==> config.mk <==
export PLATFORM = sky130hd
export DESIGN_NAME = wb_arbiter2
export DESIGN_NICKNAME = d
export VERILOG_FILES = /design/src/rtl/wb_arb_pkg.sv /design/src/rtl/wb_arb_pick.sv /design/src/rtl/wb_arbiter2.sv
export SDC_FILE = /design/constraint.sdc
export NUM_CORES = 1
export LEC_CHECK = 0
export CAP_MARGIN = 5
export CORE_AREA = 10 10 113 115
export CTS_BUF_LIST = sky130_fd_sc_hd__clkbuf_8
export DETAILED_ROUTE_END_ITERATION = 6
export DIE_AREA = 0 0 123 125
export GPL_TIMING_DRIVEN = 0
export PLACE_DENSITY = 0.77
export SKIP_LAST_GASP = 1
export SYNTH_ARGS = -nofsm -noshare
export SYNTH_HDL_FRONTEND = slang
export SYNTH_HIERARCHICAL = 1
export SYNTH_SLANG_ARGS = --single-unit
==> constraint.sdc <==
create_clock -name clk -period 1.75 [get_ports clk]
set_clock_uncertainty 0.05 [all_clocks]
set_input_delay 0.35 -clock clk [delete_from_list [all_inputs] [get_ports clk]]
set_output_delay 0.35 -clock clk [all_outputs]
set_load 0.02 [all_outputs]
==> src/rtl/wb_arb_pkg.sv <==
// Shared definitions for the two-master Wishbone arbiter: the 2-bit state
// encoding and the master index constants used by the picker and the top.
package wb_arb_pkg;

    typedef logic [1:0] arb_state_t;

    localparam arb_state_t ARB_IDLE  = 2'b00;
    localparam arb_state_t ARB_GNT_I = 2'b01;
    localparam arb_state_t ARB_GNT_D = 2'b10;

    localparam logic MASTER_INST = 1'b0;
    localparam logic MASTER_DATA = 1'b1;

endpackage

==> src/rtl/wb_arb_pick.sv <==
// Combinational winner selection for the two-master arbiter.
// Build option WB_ARB_RR_EN: when defined, a tie goes to the master that was
// not granted last; otherwise the data master always wins a tie.
module wb_arb_pick
    import wb_arb_pkg::*;
(
    input  logic i_inst_cyc,
    input  logic i_data_cyc,
`ifdef WB_ARB_RR_EN
    input  logic i_last_grant,
`endif
    output logic o_any_req,
    output logic o_winner
);

    // Pick the winning master index from the current requests
    always_comb begin
        o_any_req = i_inst_cyc | i_data_cyc;
`ifdef WB_ARB_RR_EN
        if (i_inst_cyc && i_data_cyc) begin
            o_winner = (i_last_grant == MASTER_INST) ? MASTER_DATA : MASTER_INST;
        end else begin
            o_winner = i_data_cyc ? MASTER_DATA : MASTER_INST;
        end
`else
        o_winner = i_data_cyc ? MASTER_DATA : MASTER_INST;
`endif
    end

endmodule

==> src/rtl/wb_arbiter2.sv <==
// Two-master Wishbone classic arbiter merging the instruction and data ports
// onto one shared RAM port. Grants are registered, held for the whole bus
// cycle and always released through an IDLE cycle.
// Build option WB_ARB_RR_EN: round-robin tie-break instead of data-first.
module wb_arbiter2
    import wb_arb_pkg::*;
#(
    parameter int AW = 32,
    parameter int DW = 32
) (
    input  logic            clk,
    input  logic            reset,

    input  logic [AW-1:0]   i_inst_addr,
    input  logic [DW-1:0]   i_inst_wdata,
    input  logic [DW/8-1:0] i_inst_sel,
    input  logic            i_inst_we,
    input  logic            i_inst_cyc,
    input  logic            i_inst_stb,
    output logic [DW-1:0]   o_inst_rdata,
    output logic            o_inst_ack,

    input  logic [AW-1:0]   i_data_addr,
    input  logic [DW-1:0]   i_data_wdata,
    input  logic [DW/8-1:0] i_data_sel,
    input  logic            i_data_we,
    input  logic            i_data_cyc,
    input  logic            i_data_stb,
    output logic [DW-1:0]   o_data_rdata,
    output logic            o_data_ack,

    output logic [AW-1:0]   o_ram_addr,
    output logic [DW-1:0]   o_ram_wdata,
    output logic [DW/8-1:0] o_ram_sel,
    output logic            o_ram_we,
    output logic            o_ram_cyc,
    output logic            o_ram_stb,
    input  logic [DW-1:0]   i_ram_rdata,
    input  logic            i_ram_ack
);

    arb_state_t r_state;
    arb_state_t w_next_state;
    logic       w_any_req;
    logic       w_winner;

`ifdef WB_ARB_RR_EN
    logic       r_last_grant;
`endif

    wb_arb_pick u_pick (
        .i_inst_cyc   (i_inst_cyc),
        .i_data_cyc   (i_data_cyc),
`ifdef WB_ARB_RR_EN
        .i_last_grant (r_last_grant),
`endif
        .o_any_req    (w_any_req),
        .o_winner     (w_winner)
    );

    // Grant state transitions: arbitrate only from IDLE, release on cyc low
    always_comb begin
        w_next_state = r_state;
        case (r_state)
            ARB_IDLE: begin
                if (w_any_req) begin
                    w_next_state = (w_winner == MASTER_DATA) ? ARB_GNT_D : ARB_GNT_I;
                end
            end
            ARB_GNT_I: begin
                if (!i_inst_cyc) begin
                    w_next_state = ARB_IDLE;
                end
            end
            ARB_GNT_D: begin
                if (!i_data_cyc) begin
                    w_next_state = ARB_IDLE;
                end
            end
            default: w_next_state = ARB_IDLE;
        endcase
    end

    // Grant register with synchronous reset back to IDLE
    always_ff @(posedge clk) begin
        if (reset) begin
            r_state <= ARB_IDLE;
        end else begin
            r_state <= w_next_state;
        end
    end

`ifdef WB_ARB_RR_EN
    // Remember who won the last arbitration so the other one wins the next tie
    always_ff @(posedge clk) begin
        if (reset) begin
            r_last_grant <= MASTER_INST;
        end else if ((r_state == ARB_IDLE) && w_any_req) begin
            r_last_grant <= w_winner;
        end
    end
`endif

    // Route the granted master's request to the RAM; drive zeros while idle
    always_comb begin
        o_ram_addr  = '0;
        o_ram_wdata = '0;
        o_ram_sel   = '0;
        o_ram_we    = 1'b0;
        o_ram_cyc   = 1'b0;
        o_ram_stb   = 1'b0;
        case (r_state)
            ARB_GNT_I: begin
                o_ram_addr  = i_inst_addr;
                o_ram_wdata = i_inst_wdata;
                o_ram_sel   = i_inst_sel;
                o_ram_we    = i_inst_we;
                o_ram_cyc   = i_inst_cyc;
                o_ram_stb   = i_inst_stb;
            end
            ARB_GNT_D: begin
                o_ram_addr  = i_data_addr;
                o_ram_wdata = i_data_wdata;
                o_ram_sel   = i_data_sel;
                o_ram_we    = i_data_we;
                o_ram_cyc   = i_data_cyc;
                o_ram_stb   = i_data_stb;
            end
            default: begin
            end
        endcase
    end

    // Read data goes to both masters; ack only to the owner, dropped in IDLE
    always_comb begin
        o_inst_rdata = i_ram_rdata;
        o_data_rdata = i_ram_rdata;
        o_inst_ack   = i_ram_ack & (r_state == ARB_GNT_I);
        o_data_ack   = i_ram_ack & (r_state == ARB_GNT_D);
    end

endmodule

After elaboration in Yosys (flattened, before gate mapping):

Cells that the tools add are included.

* flip-flop bits (word level): 2
* latch bits: 0
* RAM bits: 0
* bits in read-only memories: 0
* bits of input ports: 177
* output and inout bits: 137
* word-level logic and storage cells: 23
* memories: 0

* $add $sub $neg: 0
* multipliers: 0
* divide/modulo/power cells: 0
* $lt $le $gt $ge: 0
* equality and inequality tests: 5
* shift-type cells: 0
* multiplexer cells: 12
* bitwise operators: 3
* reduce and logical (&&, ||, !) cells: 2

Operators by type and width (number)
* 32-bit one-hot mux with 2 select lines: 2
* 2-bit 2-to-1 mux: 4
* 4-bit one-hot mux with 2 select lines: 1
* 1-bit one-hot mux with 2 select lines: 3
* 2-bit one-hot mux with 3 select lines: 1
* 2-bit inequality test, second input constant: 2
* 3-bit AND reduction: 1
* 1-bit bitwise AND: 2
* 2-bit by 1-bit == test with 1-bit output, second input constant: 1
* 2-bit == test, second input constant: 1
* 2-bit zero test: 1
* 2-bit by 1-bit inequality test with 1-bit output, second input constant: 1
* 1-bit 2-to-1 mux: 1
* 1-bit OR: 1

Longest topological paths before layout:

Gate-level depths: netlist of run 1.

* depth in word-level cells: 4
* mapped depth: 6
* mapped depth without buffers: 5

Hierarchy:

Netlist of run 1, hierarchy kept.

By module, submodules not included
* wb_arbiter2: times used 1, cells an instance 246, area an instance 1757.9 um^2, sequential area each 40.0 um^2
* wb_arb_pick: times used 1, cells an instance 2, area an instance 13.8 um^2, sequential area each 0.0 um^2

Least setup slack after synthesis of run 1:

Ideal clock, no wire load.

* path type: reg-to-output
* from: reg r_state[0]
* to: out o_ram_addr[0]
* data arrival time: 1.313 ns
* required time: 1.350 ns
* setup slack: 0.037 ns
* cell stages (with the launch flop): 5
* buffers on the path: 1
* cell sequence: dfxtp_1 > inv_1 > ha_1 > clkbuf_1 > nor2b_1

* cells in the longest elaborated chain, start to end: 2
* elaborated cells between the ends (all ways): 3
* classes of those cells: eq/ne: 2; mux: 1

Ends and longest elaborated chain
* from (decl): line wb_arbiter2.sv:42 `arb_state_t r_state;`
* from (signal assigned): line wb_arbiter2.sv:89 `r_state <= w_next_state;`
* 2-bit == test / 2-bit by 1-bit == test with 1-bit output (equally long branches): line wb_arbiter2.sv:112 `case (r_state)`
* 32-bit one-hot mux with 2 select lines (*): line wb_arbiter2.sv:112
* to (decl): line wb_arbiter2.sv:32 `output logic [AW-1:0] o_ram_addr,`

Mark *: on every way between the ends. The rest lies on a longest branch, timed or not.

Final worst setup path of run 1:

* from: reg r_state[1]
* to: out o_ram_wdata[4]

* cells in the longest elaborated chain, start to end: 2
* elaborated cells between the ends (all ways): 3
* classes of those cells: eq/ne: 2; mux: 1

Ends and longest elaborated chain
* 2-bit == test / 2-bit by 1-bit == test with 1-bit output (equally long branches): line wb_arbiter2.sv:112
* 32-bit one-hot mux with 2 select lines (*): line wb_arbiter2.sv:112
* to (decl): line wb_arbiter2.sv:33 `output logic [DW-1:0] o_ram_wdata,`

Marks and branches as above.

==> results of run 1 <==
stage by stage:
step / TNS [ns] / area, sq um / std cells / total power, uW / hold WS, ns
floorplan: 0 / 1772 / 248 / 739.5 / 0.3691
global placement: -51.26 / 4760 / 669 / 1461 / 0.4373
detailed placement: -53.32 / 4760 / 669 / 1485 / 0.4495
CTS: -10.47 / 4868 / 678 / 1777 / 0.4483
global route: -12.20 / 5504 / 688 / 2172 / 0.4941
finish: -7.981 / 5504 / 688 / 2052 / 0.4752
power groups by stage:
stage               registers (uW)  clock network [uW]  logic (uW)
detailed placement            53.9                   0        1430
floorplan                     53.1                   0         686
finish                        57.8                 179        1810
global placement              53.4                   0        1410
CTS                           55.1                 191        1530
global route                  58.3                 193        1920
repair_timing:
item                                    in CTS  in global routing
gates cloned                                 2                  6
endpoints found under the setup margin      73                 73
buffers inserted                             4                  4
pin swaps                                    3                  8
hold endpoints to repair                     0                  0
resized for setup                          425                137
metal layers:
metal / up-vias / share of wire (%) / routed length, microns
met5: - / 0 / 0
met4: 0 / 1.1 / 158
met3: 10 / 14 / 1959
met2: 180 / 53 / 7468
met1: 1382 / 31 / 4391
li1: 1418 / - / -
placed cells by master, fill, tap and decap left out, types with 2 or more instances in the layout:
| cell type | netlist | final |
|---|---|---|
| o21ai_1 | 2 | 2 |
| clkdlybuf4s50_1 | 0 | 208 |
| nor2b_2 | 0 | 22 |
| a22oi_2 | 0 | 66 |
| nor2b_1 | 71 | 46 |
| clkbuf_8 | 0 | 3 |
| buf_8 | 0 | 7 |
| a22oi_1 | 70 | 4 |
| dfxtp_4 | 0 | 2 |
| a21oi_1 | 2 | 2 |
| inv_4 | 0 | 2 |
| and2_1 | 3 | 2 |
| nor2b_4 | 0 | 3 |
| buf_2 | 6 | 3 |
| clkbuf_16 | 0 | 3 |
| ha_4 | 0 | 3 |
| buf_12 | 0 | 7 |
| buf_4 | 73 | 134 |
| buf_6 | 2 | 23 |
worst max-delay path: cells and delay by family, from the launching register on:
kind / cells / cell delay, ns
AOI/OAI and AO/OA: 1 / 0.18
adders and majority gates: 1 / 0.17
buffers and inverters: 4 / 0.51
DFF: 1 / 0.36
and+or+nand+nor: 1 / 0.07
kinds of logic after synthesis:
family	Yosys count	share of synthesized area, %
DFF	2	2.260
and+or+nand+nor	77	27.33
AOI/OAI and AO/OA	76	32.49
buffers and inverters	90	35.81
adders and majority gates	3	2.119
worst min-delay path by stage:
stage | slack [ns] | cells after the start | start | to
floorplan | 0.37 | 1 | reset | r_state[0]$_SDFFE_PP0P_
global placement | 0.44 | 2 | r_state[1]$_SDFFE_PP0P_ | r_state[1]$_SDFFE_PP0P_
detailed placement | 0.45 | 2 | r_state[0]$_SDFFE_PP0P_ | r_state[0]$_SDFFE_PP0P_
CTS | 0.45 | 2 | r_state[0]$_SDFFE_PP0P_ | r_state[0]$_SDFFE_PP0P_
global route | 0.49 | 2 | r_state[1]$_SDFFE_PP0P_ | r_state[1]$_SDFFE_PP0P_
finish | 0.48 | 2 | r_state[1]$_SDFFE_PP0P_ | r_state[1]$_SDFFE_PP0P_
cell type report:
type / instances / area share, %
Clock buffer: 3 / 0.7502
Timing Repair Buffer: 297 / 51.88
Sequential cell: 2 / 0.8638
Buffer: 88 / 15.03
Inverter: 2 / 0.2273
Multi-Input combinational cell: 156 / 28.07
Tap cell: 140 / 3.183
==> out/qor.csv, run 1 <==
metric;value;unit
cap_viol_max_count;0;
grt_usage;15.82;%
r2r_slack;0.08;ns
cts_tree;yes;
largest_register;r_state;
routabilityCongestion;0.8882;
endpoint;o_ram_wdata[4];
fin_ws;-0.1471;ns
synth.most_common_cell;buf_4;
grtUsageMet3;9.136;%
cp_common_cell;buf_12;
run_status;complete, but fails checks;
ios;314;
vias_per_cell;4.346;
hpwl;11580;microns
postSynthAreaPerCell;7.144;sq um
cp_cell_sequence;inv_4 -> ha_4 -> buf_12 -> buf_12 -> a22oi_2 -> nor2b_1 -> buf_4;
grtUsageMet1;14.12;%
critPathSlowestCell;dfxtp_4;
syn2layout_area_growth;210.7;%
clk_pin_slew;0.03;ns
clockPowerShare;8.7;%
synthesis.instances;248;
core_area;10600;sq um
worstReg2RegEnd;r_state[0]$_SDFFE_PP0P_;
drt_iter0_drc;86;
synth_edf_count;0;
power-per-cell-area;372.8;nW/um^2
relSlewSlack;83.14;%
register_area;47.55;sq um
num_rows;38;
yosysWarnings;6;
vias;2990;
seqPwrFrac;2.8;%
synth_area_leader_cell;buf_4;
path_class;reg2out;
hold_viol_final;0;
setup_viol;73;
clockBufferDepth;2;
die_h;125;microns
cp-end-kind;primary output;
max_stage_delay;0.36;ns
ys_types;17;
reg_top3;r_state: 2 flops;
h-tree-depth;1;
rr_startpoint;r_state[0]$_SDFFE_PP0P_;
start_util;16.71;%
violations;setup timing;
fillers;956;
largest_reg_flops;2;
ys.flop_type;dfxtp_1;
grt_pass1_vias;3311;
grt_max_degree;11;
cp.arrival;1.50;ns
top_usage_layer;met2;
synth_async_sr_flop_share;0;%
diodes;0;
grt.overflow.total;0;
die_w;123;microns
internal_power;1277;uW
cts_root_buffer;clkbuf_8;
timing_max_transition_violations_final;0;
fin_crit;1.897;ns
crit_required;1.35;ns
min_path_type;reg2reg;
rsz0062_at_grt;true;
ys_ff_latch;2;
io_buffers;281;
peakVddDrop;0.0001991;V
cp-start-kind;flip-flop;
fin_util;51.91;%
post-place-ws;-0.8211;ns
synth_commonest_cells;buf_4, nor2b_1, a22oi_1;
switchingPower;775.1;uW
crit_fanout;10;
synth_area_leaders;buf_4, a22oi_1, nor2b_1;
wl_per_cell;20.32;microns
comb_power_share;88.4;%
r2r_cells;9;
cts_sinks;2;
synthDominantCellAreaShare;30.93;%
clk_latency;0.21;ns
fin_nets;730;
ant_nets;0;
antenna_found_initial;0;
routed_wirelength;13980;microns
min_period_over_period;108.4;%
multi_input_area;1545;sq um
syn_area;1772;sq um
syn_nets;428;
grt_first_pass_wirelength;19200;microns
p_sw_share;37.78;%
drc;0;
worstMarginPinSlew;0.2521;ns
max_freq;527.1;MHz
yosysSeqAreaShare;2.260;%
drive_above_1_share;51.09;%
setup.worst_path.start;r_state[1]$_SDFFE_PP0P_;
ctsHoldBuffers;0;
p_leak;0.002114;uW
gr-usage-met2;29.62;%
cts_inserted_buffers;3;
dieArea;15380;sq um
dr.pass1.iters;4;
Power figures use the tool's default switching activity.
==> run 2: changes to the inputs <==
--- a/config.mk
+++ b/config.mk
@@ -11,6 +11,7 @@
 export DETAILED_ROUTE_END_ITERATION = 6
 export DIE_AREA = 0 0 123 125
 export GPL_TIMING_DRIVEN = 0
+export MAX_ROUTING_LAYER = met4
 export PLACE_DENSITY = 0.77
 export SKIP_LAST_GASP = 1
 export SYNTH_ARGS = -nofsm -noshare
==> out/qor.csv, run 2 (same netlist as run 1, synthesis figures left out) <==
metric;value;unit
hpwl;11580;microns
violations;setup timing;
core_area;10600;sq um
antenna_found_initial;0;
fin_ws;-0.1522;ns
cp.arrival;1.50;ns
diodes;0;
dr.pass1.iters;4;
dieArea;15380;sq um
timing_max_transition_violations_final;0;
io_buffers;281;
crit_fanout;6;
fin_nets;729;
vias_per_cell;4.354;
hold_start;r_state[0]$_SDFFE_PP0P_;
r2r_slack;0.08;ns
fin_crit;1.902;ns
grt.overflow.total;0;
h-tree-depth;1;
whs_path_depth;2;
cap_viol_max_count;0;
p_leak;0.002107;uW
timing.setup.tns;-8.084;ns
cts_inserted_buffers;3;
drc;0;
wl_per_cell;20.32;microns
ios;314;
clockBufferDepth;2;
fin_util;51.70;%
mostFrequentLayoutCells;clkdlybuf4s50_1, buf_4, a22oi_2, nor2b_1;
start_util;16.71;%
cp-end-kind;primary output;
hold_slack;0.4817;ns
die_w;123;microns
crit_required;1.35;ns
worstHoldEndpoint;r_state[0]$_SDFFE_PP0P_;
die_h;125;microns
largest_reg_flops;2;
cts_tree;yes;
routabilityCongestion;0.9031;
vias;2991;
min_period_over_period;108.7;%
clk_pin_slew;0.03;ns
worstMarginPinSlew;0.2564;ns
largest_register;r_state;
cp-start-kind;flip-flop;
grt_max_degree;11;
ctsHoldBuffers;0;
power;2039;uW
num_rows;38;
setup_viol;73;
power-per-cell-area;372.0;nW/um^2
grt_usage;16.26;%
cts_root_buffer;clkbuf_8;
worstReg2RegEnd;r_state[1]$_SDFFE_PP0P_;
clk_latency;0.21;ns
grt_first_pass_wirelength;19090;microns
grt_pass1_vias;3324;
path_class;reg2out;
rr_startpoint;r_state[0]$_SDFFE_PP0P_;
design_area;5482;sq um
drive_above_1_share;50.09;%
peakVddDrop;0.0001874;V
relSlewSlack;82.86;%
min_path_type;reg2reg;
ant_nets;0;
syn2layout_area_growth;209.4;%
reg_top3;r_state: 2 flops;
cts_sinks;2;
final_common_cell;clkdlybuf4s50_1;
dpl-instance-area;4760;sq um
drt_iter0_drc;75;
fillers;947;
r2r_cells;9;
hold_viol_final;0;
max_freq;525.7;MHz
run_status;complete, but fails checks;
rsz0062_at_grt;true;
routed_wirelength;13960;microns
## run 2: cell count changes in the layout (fill, tap and decap cells not counted), moves of 2 or more
| cell | previous run | this run |
|---|---|---|
| buf_8 | 7 | 9 |
| a22oi_1 | 4 | 7 |
| nor2b_1 | 46 | 48 |
| buf_6 | 23 | 21 |
| a22oi_2 | 66 | 63 |
## run 2: power by group
| part | internal [uW] | switching [uW] | leakage [uW] | total [uW] |
|---|---|---|---|---|
| registers | 50.4 | 7.41 | 0.0000178 | 57.8 |
| logic | 1070 | 726 | 0.00207 | 1800 |
| clock network | 145 | 34.9 | 0.0000216 | 180 |
## run 2: cell type report
cell class,count,area (sq um),area share [%]
Timing Repair Buffer,296,2850,52.00
Tap cell,140,175.2,3.196
Sequential cell,2,47.55,0.8674
Clock buffer,3,41.29,0.7533
Buffer,88,834.6,15.22
Multi-Input combinational cell,156,1520,27.73
Inverter,2,12.51,0.2283
## run 2: worst max path at each step
stage                     cells after the start               startpoint         endpoint
final                                         7  r_state[0]$_SDFFE_PP0P_   o_ram_addr[23]
after global routing                          6  r_state[0]$_SDFFE_PP0P_    o_ram_addr[5]
after CTS                                     7  r_state[1]$_SDFFE_PP0P_    o_ram_addr[8]
after detailed placement                      5  r_state[0]$_SDFFE_PP0P_  o_ram_wdata[19]
after global placement                        5  r_state[0]$_SDFFE_PP0P_   o_ram_wdata[9]
after floorplan                               4  r_state[0]$_SDFFE_PP0P_    o_ram_addr[0]
## run 2: worst max-delay path, cell delays in order (launching register included)
cell	delay, ns
dfxtp_4	0.37
inv_4	0.05
ha_4	0.17
buf_12	0.15
buf_12	0.13
a22oi_2	0.21
nor2b_2	0.08
buf_6	0.13
## run 2: layer usage
layer	global-route usage [%]	wire (microns)
met1	15.41	4723
met2	29.15	7403
met3	6.931	1581
met4	4.661	255
met5	-	0
## run 2: stage by stage
stage          cells  setup WS, ns
6_report         687       -0.1522
5_1_grt          687       -0.2116
4_1_cts          678       -0.1754
3_5_place_dp     669       -0.8211
3_3_place_gp     669       -0.7900
2_1_floorplan    248       0.03680
## run 2: what timing repair did
action | 4_1_cts | 5_1_grt
gates resized for setup | 425 | 133
pin swaps | 3 | 10
setup buffers | 4 | 4
cloned | 2 | 5
endpoints found under the setup margin | 73 | 73
==> run 3: changes to the inputs <==
--- a/config.mk
+++ b/config.mk
@@ -13,6 +13,7 @@
 export GPL_TIMING_DRIVEN = 0
 export MAX_ROUTING_LAYER = met4
 export PLACE_DENSITY = 0.77
+export SKIP_CTS_REPAIR_TIMING = 1
 export SKIP_LAST_GASP = 1
 export SYNTH_ARGS = -nofsm -noshare
 export SYNTH_HDL_FRONTEND = slang
==> out/qor.csv, run 3 (same netlist as run 1, synthesis figures left out) <==
metric;value;unit
max_stage_delay;0.35;ns
ant_nets;0;
cts_root_buffer;clkbuf_8;
cap_viol_max_count;0;
cp.arrival;1.53;ns
clk_latency;0.21;ns
dieArea;15380;sq um
start_util;16.71;%
hpwl;11580;microns
ios;314;
crit_fanout;10;
drc;0;
power;2014;uW
cts_sinks;2;
num_rows;38;
max_freq;518.5;MHz
grt_pass1_vias;3241;
grt_max_degree;11;
crit_required;1.35;ns
dpl-instance-area;4760;sq um
io_buffers;281;
cp-start-kind;flip-flop;
cp_cell_sequence;inv_4 -> ha_4 -> buf_8 -> buf_8 -> a22oi_2 -> nor2b_2 -> buf_4;
power-per-cell-area;372.4;nW/um^2
multi_input_area;1483;sq um
rsz0062_at_grt;true;
min_path_type;reg2reg;
violations;setup timing;
antenna_found_initial;0;
final_common_cell;clkdlybuf4s50_1;
worstMarginPinSlew;0.2564;ns
design_area;5409;sq um
cp_common_cell;buf_8;
cp-end-kind;primary output;
grt_usage;15.76;%
drive_above_1_share;47.99;%
fin_crit;1.929;ns
register_area;47.55;sq um
timing_max_transition_violations_final;0;
drt_iter0_drc;65;
peakVddDrop;0.0002122;V
wl_per_cell;20.14;microns
diodes;0;
hold_viol_final;0;
setup_viol;73;
clockBufferDepth;2;
p_leak;0.002095;uW
fin_nets;728;
core_area;10600;sq um
clk_pin_slew;0.03;ns
run_status;complete, but fails checks;
fillers;963;
hold_slack;0.4807;ns
h-tree-depth;1;
fin_ws;-0.1785;ns
routed_wirelength;13820;microns
largest_reg_flops;2;
post-place-ws;-0.8211;ns
grt_first_pass_wirelength;18470;microns
routabilityCongestion;0.9031;
dr.pass1.iters;4;
min_period_over_period;110.2;%
relSlewSlack;82.85;%
grt.overflow.total;0;
die_w;123;microns
path_class;reg2out;
cts_tree;yes;
syn2layout_area_growth;205.3;%
mostFrequentLayoutCells;clkdlybuf4s50_1, buf_4, a22oi_2, nor2b_1, buf_6;
die_h;125;microns
largest_register;r_state;
vias_per_cell;4.354;
critPathSlowestCell;dfxtp_4;
cts_inserted_buffers;3;
vias;2987;
reg_top3;r_state: 2 flops;
-- run 3: routing by layer --
layer	GRT usage [%]	wire length, microns	vias to the layer above
li1	-	-	1413
met1	14.70	4607	1365
met2	28.11	7286	189
met3	7.156	1626	20
met4	4.798	297	0
met5	-	0	-
-- run 3: path summary, 6_finish.rpt --
| kind | start | endpoint | slack, ns | depth (start not counted) |
|---|---|---|---|---|
| worst max-delay path | r_state[1]$_SDFFE_PP0P_ | o_ram_wdata[19] | -0.18 | 7 |
| worst min-delay path | r_state[1]$_SDFFE_PP0P_ | r_state[1]$_SDFFE_PP0P_ | 0.48 | 2 |
| worst max register to register | r_state[0]$_SDFFE_PP0P_ | r_state[0]$_SDFFE_PP0P_ | 0.25 | 7 |
| worst min register to register | r_state[1]$_SDFFE_PP0P_ | r_state[1]$_SDFFE_PP0P_ | 0.48 | 2 |
-- run 3: stage by stage --
stage / TNS, ns / cells / utilization, %
finish: -9.180 / 686 / 51.01
global route: -13.47 / 686 / 51.01
CTS: -70.48 / 672 / 45.28
detailed placement: -53.32 / 669 / 44.89
global placement: -51.26 / 669 / 44.89
floorplan: 0 / 248 / -
-- run 3: layout make-up --
type                    instances  area share [%]
plain buffers                  88           15.20
clock buffers                   3          0.7634
inverters                       2          0.2313
multi-input cells             156           27.41
flip-flops and latches          2          0.8790
well taps                     140           3.238
repair buffers                295           52.28
-- run 3: power by group --
part	total, uW	internal (uW)	switching [uW]
logic	1770	1060	716
registers	58.2	50.4	7.82
clock network	184	146	38.4
total	2010	1250	762
-- run 3: worst max-delay path: cells and delay by family, from the launching register on --
kind / cells / cell delay, ns
buffers and inverters: 4 / 0.56
flip-flops: 1 / 0.35
AND/OR/NAND/NOR: 1 / 0.16
adder cells (fa/ha/maj): 1 / 0.15
AO/OA/AOI/OAI: 1 / 0.09
